## config.mk

```make
export PLATFORM = sky130hd
export DESIGN_NAME = fifo
export DESIGN_NICKNAME = d
export VERILOG_FILES = /design/src/rtl/fifo.sv
export SDC_FILE = /design/constraint.sdc
export NUM_CORES = 1
export LEC_CHECK = 0
export ABC_AREA = 1
export CAP_MARGIN = 20
export CORE_MARGIN = 3
export CORE_UTILIZATION = 30
export CTS_CLUSTER_SIZE = 24
export DETAILED_ROUTE_END_ITERATION = 8
export PLACE_DENSITY = 0.57
export SYNTH_ARGS = -nofsm -noshare
export SYNTH_HDL_FRONTEND = slang
export SYNTH_SLANG_ARGS = --single-unit
```

## constraint.sdc

```tcl
create_clock -name i_clk -period 2.5 [get_ports i_clk]
set_input_delay 0.375 -clock i_clk [delete_from_list [all_inputs] [get_ports i_clk]]
set_output_delay 0.375 -clock i_clk [all_outputs]
set_load 0.01 [all_outputs]
```

## src/rtl/fifo.sv

```systemverilog
// Single-clock FIFO with ready/enable handshakes on both sides.
// The read side is first-word-fall-through, and the depth need not be a power of two.
module fifo #(
  parameter int p_WORD_LEN  = 8,
  parameter int p_FIFO_SIZE = 8
) (
  input  logic                  i_clk,
  input  logic                  i_reset,
  output logic                  o_full,
  output logic                  o_empty,
  input  logic [p_WORD_LEN-1:0] i_enq_data,
  input  logic                  i_enq_en,
  output logic                  o_enq_rdy,
  output logic [p_WORD_LEN-1:0] o_out_data,
  input  logic                  i_deq_en,
  output logic                  o_deq_rdy
);

  localparam int CW = $clog2(p_FIFO_SIZE + 1);
  localparam int PW = (p_FIFO_SIZE > 1) ? $clog2(p_FIFO_SIZE) : 1;
  localparam logic [PW-1:0] LAST_PTR = PW'(p_FIFO_SIZE - 1);
  localparam logic [CW-1:0] FULL_CNT = CW'(p_FIFO_SIZE);

  logic [p_WORD_LEN-1:0] mem [p_FIFO_SIZE];
  logic [PW-1:0]         wr_ptr;
  logic [PW-1:0]         rd_ptr;
  logic [CW-1:0]         count;
  logic                  enq_fire;
  logic                  deq_fire;

  // Flags depend only on the count register, so they never follow the request inputs.
  always_comb begin
    o_full    = (count == FULL_CNT);
    o_empty   = (count == '0);
    o_enq_rdy = !o_full;
    o_deq_rdy = !o_empty;
    enq_fire  = i_enq_en && o_enq_rdy;
    deq_fire  = i_deq_en && o_deq_rdy;
  end

  always_comb begin
    o_out_data = '0;
    if (count != '0)
      o_out_data = mem[rd_ptr];
  end

  always_ff @(posedge i_clk or negedge i_reset) begin
    if (!i_reset) begin
      wr_ptr <= '0;
      rd_ptr <= '0;
      count  <= '0;
    end else begin
      if (enq_fire)
        wr_ptr <= (wr_ptr == LAST_PTR) ? '0 : wr_ptr + 1'b1;
      if (deq_fire)
        rd_ptr <= (rd_ptr == LAST_PTR) ? '0 : rd_ptr + 1'b1;
      if (enq_fire && !deq_fire)
        count <= count + 1'b1;
      else if (deq_fire && !enq_fire)
        count <= count - 1'b1;
    end
  end

  // Storage is intentionally not reset.
  always_ff @(posedge i_clk) begin
    if (enq_fire)
      mem[wr_ptr] <= i_enq_data;
  end

endmodule

```

==> results of run 1 <==
-- cells in the final DEF (no fill, tap or decap) --
cell	netlist	layout
nand2_1	110	110
inv_1	75	75
edfxtp_1	64	64
nand3_1	45	45
nor2_1	27	27
clkdlybuf4s50_1	0	21
buf_4	2	12
dfrtp_1	10	10
clkbuf_16	0	9
ha_1	7	7
o21ai_0	6	6
clkinv_2	0	3
xnor2_1	2	2
clkinvlp_4	0	2
bufinv_16	0	2
dlymetal6s2s_1	0	2
inv_4	1	1
inv_2	2	1
or2_2	1	1
fa_1	1	1
clkinv_4	0	1
-- final cells by class --
type                       count  area, um2  share of cell area [%]
timing repair buffer          35        325                    7.77
clock buffer                   9        225                    5.38
tap                          140        175                    4.18
sequential                    74       2170                    51.9
multi-input combinational    199        901                    21.5
clock inverter                 7       93.8                    2.24
inverter                      78        297                    7.08
-- per-stage QoR --
step	hold WS [ns]	power, mW
after floorplan	0.0794	3.00
after global placement	0.515	3.62
final	0.374	4.94
after CTS	0.382	5.01
after detailed placement	0.525	3.64
after global routing	0.402	5.33
-- cell families after synthesis --
group                      synth area share (%)
AOI/OAI and AO/OA                         0.864
DFF                                        62.5
xor gates and xnor gates                  0.504
adders and majority gates                  3.10
buffers and inverters                      11.6
and+or+nand+nor                            21.5
-- sequential cells by signal, indices dropped and copies added, names as in the netlist --
| signal | count |
|---|---|
| mem | 64 |
| rd_ptr | 3 |
| count | 4 |
| wr_ptr | 3 |
-- worst max-delay path, delay by kind of cell, from the launching register on --
family	cells	cell delay, ns
DFF	1	0.42
and+or+nand+nor	5	0.47
buffers and inverters	2	0.81
-- layer usage --
metal  up-vias  track usage, %  wire length, um
met3         6            3.34              434
li1       1197               -                -
met5         -               0                0
met4         0            3.77               46
met1      1092            15.4             3290
met2        47            19.1             3360
-- report_power, final --
group | internal, mW | switching, mW
Sequential | 1.58 | 0.147
Combinational | 0.757 | 1.10
Clock | 0.871 | 0.484
Total | 3.21 | 1.73
-- how the worst max path moves through the flow --
| stage | startpoint | end | slack (ns) | cells after the start |
|---|---|---|---|---|
| CTS | rd_ptr[0] | o_out_data[2] | 0.06 | 7 |
| finish | rd_ptr[0] | o_out_data[7] | 0.11 | 7 |
| global route | rd_ptr[0] | o_out_data[7] | 0.008 | 7 |
| global placement | i_deq_en | count[3] | 0.27 | 10 |
| floorplan | count[1] | count[3] | 0.45 | 12 |
| detailed placement | i_deq_en | count[3] | 0.23 | 10 |
==> reports/metrics.csv, run 1 <==
metric,value,unit
Pleak,1.95,nW
fin util,37.8,%
total gr overflow,0,
Synth Register Bits,74,
DRT Pass-1 Iters,4,
area delta synth->final,20.6,%
capturing element type of the critical path,output pin,
cts bufs inserted,9,
first-pass GRT wire length,11700,um
die width,114,um
I/O Pins,24,
global router's overall resource usage,11.8,%
Final Skew,0.00970,ns
type of origin of the critical path,flop,
Critical-path top delay cell,clkdlybuf4s50_1,
placed cells,526,
total of max-cap violations,0,
core region area,11100,um2
initial antenna violation count,0,
cell taking the most area after synthesis,edfxtp_1,
Least-Margin Pin Slew,0.709,ns
outcome,"complete, no violations",
"Reg clk slew, reported paths",0.06,ns
die area,12900,um2
H-Tree Depth,3,
Port Buffers,23,
main flop type after synthesis,edfxtp_1,
post-synth net total,384,
"Req. time, crit path",2.12,ns
"Arr. time, crit path",2.01,ns
placed instance area,3860,um2
ANT nets after route,0,
ant diodes,0,
worst setup margin,0.113,ns
largest net degree at the start of global routing,34,
Hold Crit Class,input pin to asynchronous set/reset pin,
fin cells,542,
Final min period,2.39,ns
fillcell total,1108,
Vias/cell,4.32,
async set-reset flop share out of synthesis,13.5,%
per-cell routed wire length,13.2,um
Worst path max stage delay,0.57,ns
synthesized instance count,364,
worst r2r dst,count[3],
"count leader, synth",nand2_1,
FF-to-FF setup slack,0.35,ns
TNS Setup,0,ns
RSZ-0062 raised after global routing,no,
CTS resizes,0,
PD cells,1180,nW/um2
WL final,7140,um
Finished Cell Area,4190,um2
worst r2r path cells,12,
Netlist Area Pre-Place,3470,um2
Slew HR,52.7,%
"Clk Latency, worst-skew pair",0.33,ns
fraction of layout cells with a size suffix above 1,7.96,%
critical path class,flop to output pin,
Mean Syn Cell Area,9.55,um2
"Critical Path, Cell by Cell","buf_4, nand2_1, nand3_1, nand3_1, nand2_1, nor2_1, clkdlybuf4s50_1",
pre-CTS setup slack,0.234,ns
DR iter-0 viols,126,
final setup violation count,0,
Die Y,114,um
"top cells by area, synth","edfxtp_1 (55%), nand2_1 (12%), inv_1 (8.1%), dfrtp_1 (7.2%), nand3_1 (6.5%)",
CP max FO,22,
Remaining DRCs,0,
Cell variety after synth,17,
vias in the first global route,2348,
Hold Fails Final Rpt,0,
GPL Wtd Cong,0.763,
final net count,417,
top-area cell type share of the netlist area,55.3,%
number of synthesized flops with an enable pin,64,
Max VDD drop,0.548,mV
final period utilization,95.5,%
TritonCTS clock tree,yes,
routed via count,2342,
"Slew Viols, Final",0,
FF-to-FF Start,count[0],
commonest cells in the netlist,"nand2_1 (110), inv_1 (75), edfxtp_1 (64), nand3_1 (45), nor2_1 (27)",
DP Wirelength,4570,um
Yosys warnings,0,
clock buffer depth,2,
Post-CTS Setup Repair Bufs,0,
"Seq/Total Area, Yosys",62.5,%
initial core utilization,31.4,%
# clock sinks,74,
Fmax,0.419,GHz
CTS Hold Bufs,0,
Root Buffer Master,clkbuf_16,
Rows,38,
No activity file was read; power rests on OpenSTA's default activity.
==> inputs of run 2 (changes only) <==
Settings changed: CORE_ASPECT_RATIO from default to 0.75, CTS_CLUSTER_SIZE 24 to 25.
==> run 2 against run 1 <==
Effect of this change: clock power shrank 12%; power fell by 1.2%; combinational power is 3% higher; first-iteration DRC count rose by 4.0%; global-route usage grew 0.36 points; core utilization up 0.060 points; clock skew shrank 0.0054 ns; largest power group unchanged.
==> reports/metrics.csv, run 2 (synthesis gave the netlist of run 1 again) <==
metric,value,unit,change
critical path class,flop to output pin,,
fin util,37.9,%,+0.060 points
DP Wirelength,4630,um,+1.4%
biggest regs,"mem: 64 flops, count: 4 flops",,
total of max-cap violations,0,,unchanged
ant diodes,0,,unchanged
core region area,11100,um2,+0.26%
"Arr. time, crit path",2.01,ns,about the same
net switching power,1.72,mW,-0.77%
highest routed layer,met4,,
type of origin of the critical path,flop,,
final period utilization,95.3,%,-0.18 points
cell-internal power,3.16,mW,-1.5%
per-cell routed wire length,13.1,um,-0.72%
"Slew Viols, Final",0,,unchanged
pre-CTS setup slack,0.225,ns,-0.00891 ns
PD cells,1160,nW/um2,-1.6%
ANT nets after route,0,,unchanged
DR iter-0 viols,131,,+4.0%
Critical-path top delay cell,clkdlybuf4s50_1,,
most frequent cells in the layout,"nand2_1 (110), inv_1 (75), edfxtp_1 (64)",,
max FFs per register,64,,unchanged
Max VDD drop,0.456,mV,-17%
"Req. time, crit path",2.12,ns,about the same
cts bufs inserted,9,,unchanged
CTS Hold Bufs,0,,unchanged
DRT Pass-1 Iters,4,,unchanged
initial antenna violation count,0,,unchanged
Die Y,99.2,um,-13%
H-Tree Depth,3,,unchanged
met2 wire len,3170,um,-5.5%
vias in the first global route,2247,,-4.3%
DR WL met3,368,um,-15%
final net count,421,,+0.96%
Fmax,0.420,GHz,+0.19%
cell repeated most along the worst path,nand3_1,,
M1 WL,3470,um,+5.3%
RSZ-0062 raised after global routing,no,,
largest net degree at the start of global routing,34,,unchanged
fraction of layout cells with a size suffix above 1,8.15,%,+0.19 points
"Critical Path, Cell by Cell","inv_2, buf_12, nand3_1, nand3_1, nand2_1, nor2_1, clkdlybuf4s50_1",,
routed via count,2337,,-0.21%
die width,130,um,+15%
Reg with most FFs,mem,,
Hold Crit Class,input pin to asynchronous set/reset pin,,
Root Buffer Master,clkbuf_16,,
Final Skew,0.00434,ns,-0.00536 ns
Hold Fails Final Rpt,0,,unchanged
total gr overflow,0,,unchanged
# clock sinks,74,,unchanged
Final min period,2.38,ns,-0.00441 ns
I/O Pins,24,,unchanged
first-pass GRT wire length,11800,um,+0.94%
Logic pwr share,39.3,%,+1.6 points
Port Buffers,23,,unchanged
Pleak,1.97,nW,+1.1%
Vias/cell,4.29,,-0.76%
GPL Wtd Cong,0.752,,-1.4%
Rows,33,,-13%
worst r2r path cells,12,,unchanged
global router's overall resource usage,12.2,%,+0.36 points
Least-Margin Pin Slew,0.687,ns,-0.0222 ns
outcome,"complete, no violations",,
WL final,7120,um,-0.17%
die area,12900,um2,+0.10%
clock power share,24.6,%,-2.8 points
area delta synth->final,21.1,%,
switching share of power,35.3,%,+0.16 points
final setup violation count,0,,unchanged
power share of the sequential group,36.1,%,+1.2 points
capturing element type of the critical path,output pin,,
Slew HR,54.2,%,+1.5 points
CP max FO,16,,-27%
"Reg clk slew, reported paths",0.05,ns,about the same
TritonCTS clock tree,yes,,
Worst path max stage delay,0.56,ns,about the same
initial core utilization,31.3,%,-0.081 points
"most common cell after layout, fill and taps aside",nand2_1,,
worst setup margin,0.118,ns,+0.00441 ns
clock buffer depth,2,,unchanged
TNS Setup,0,ns,unchanged
Remaining DRCs,0,,unchanged
"Clk Latency, worst-skew pair",0.33,ns,about the same
-- run 2: cell count changes in the layout (fill, tap and decap cells not counted), sizes merged --
cell and delta:
clkbuf +1, clkdlybuf4s50 -1, bufinv -1, inv +1, dlymetal6s2s +1, buf +4, clkinvlp -2
-- run 2: through the flow --
step           std cells  hold slack (ns)  power, mW  area (um2)
2_1_floorplan        364           0.0794       3.00        3470
3_3_place_gp         529            0.517       3.70        3910
3_5_place_dp         529            0.522       3.72        3910
4_1_cts              544            0.388       4.94        4190
5_1_grt              545            0.412       5.28        4210
6_report             545            0.367       4.88        4210
-- run 2: power groups by stage --
stage               Combinational, mW  Sequential, mW  Clock, mW
global placement                 1.91            1.78          0
CTS                              1.94            1.77       1.23
floorplan                        1.31            1.69          0
finish                           1.92            1.76       1.20
global route                     2.19            1.80       1.30
detailed placement               1.93            1.79          0
-- run 2: timing repair --
item | 4_1_cts | 5_1_grt
setup buffers | 0 | 1
pin swaps | 0 | 1
endpoints found under the setup margin | 7 | 8
gates resized for setup | 1 | 5
-- run 2: layout make-up --
class	count	area, um2
well taps	140	175
fillers	1077	6900
clock inverters	5	46.3
repair buffers	39	383
clock buffers	10	229
multi-input cells	199	901
flip-flops and latches	74	2170
inverters	78	298
-- run 2: path summary, 6_finish.rpt --
kind                                start             to  slack (ns)
min in group i_clk               count[2]       count[2]        0.53
worst max-delay path            rd_ptr[1]  o_out_data[5]        0.12
max in group asynchronous         i_reset      rd_ptr[1]        1.79
worst min register to register   count[2]       count[2]        0.53
worst max register to register   count[1]       count[3]        0.32
worst min-delay path              i_reset      rd_ptr[2]        0.37
-- run 2: metal layers --
metal / GRT usage (%) / vias up
met1: 16.9 / 1068
met2: 17.8 / 53
met3: 3.76 / 11
met5: 0 / -
met4: 4.87 / 0
li1: - / 1205
-- run 2: critical path, delay by kind of cell (launching register included) --
kind | cells | cell delay, ns
buffers and inverters | 3 | 0.81
flip-flops | 1 | 0.49
AND/OR/NAND/NOR | 4 | 0.38
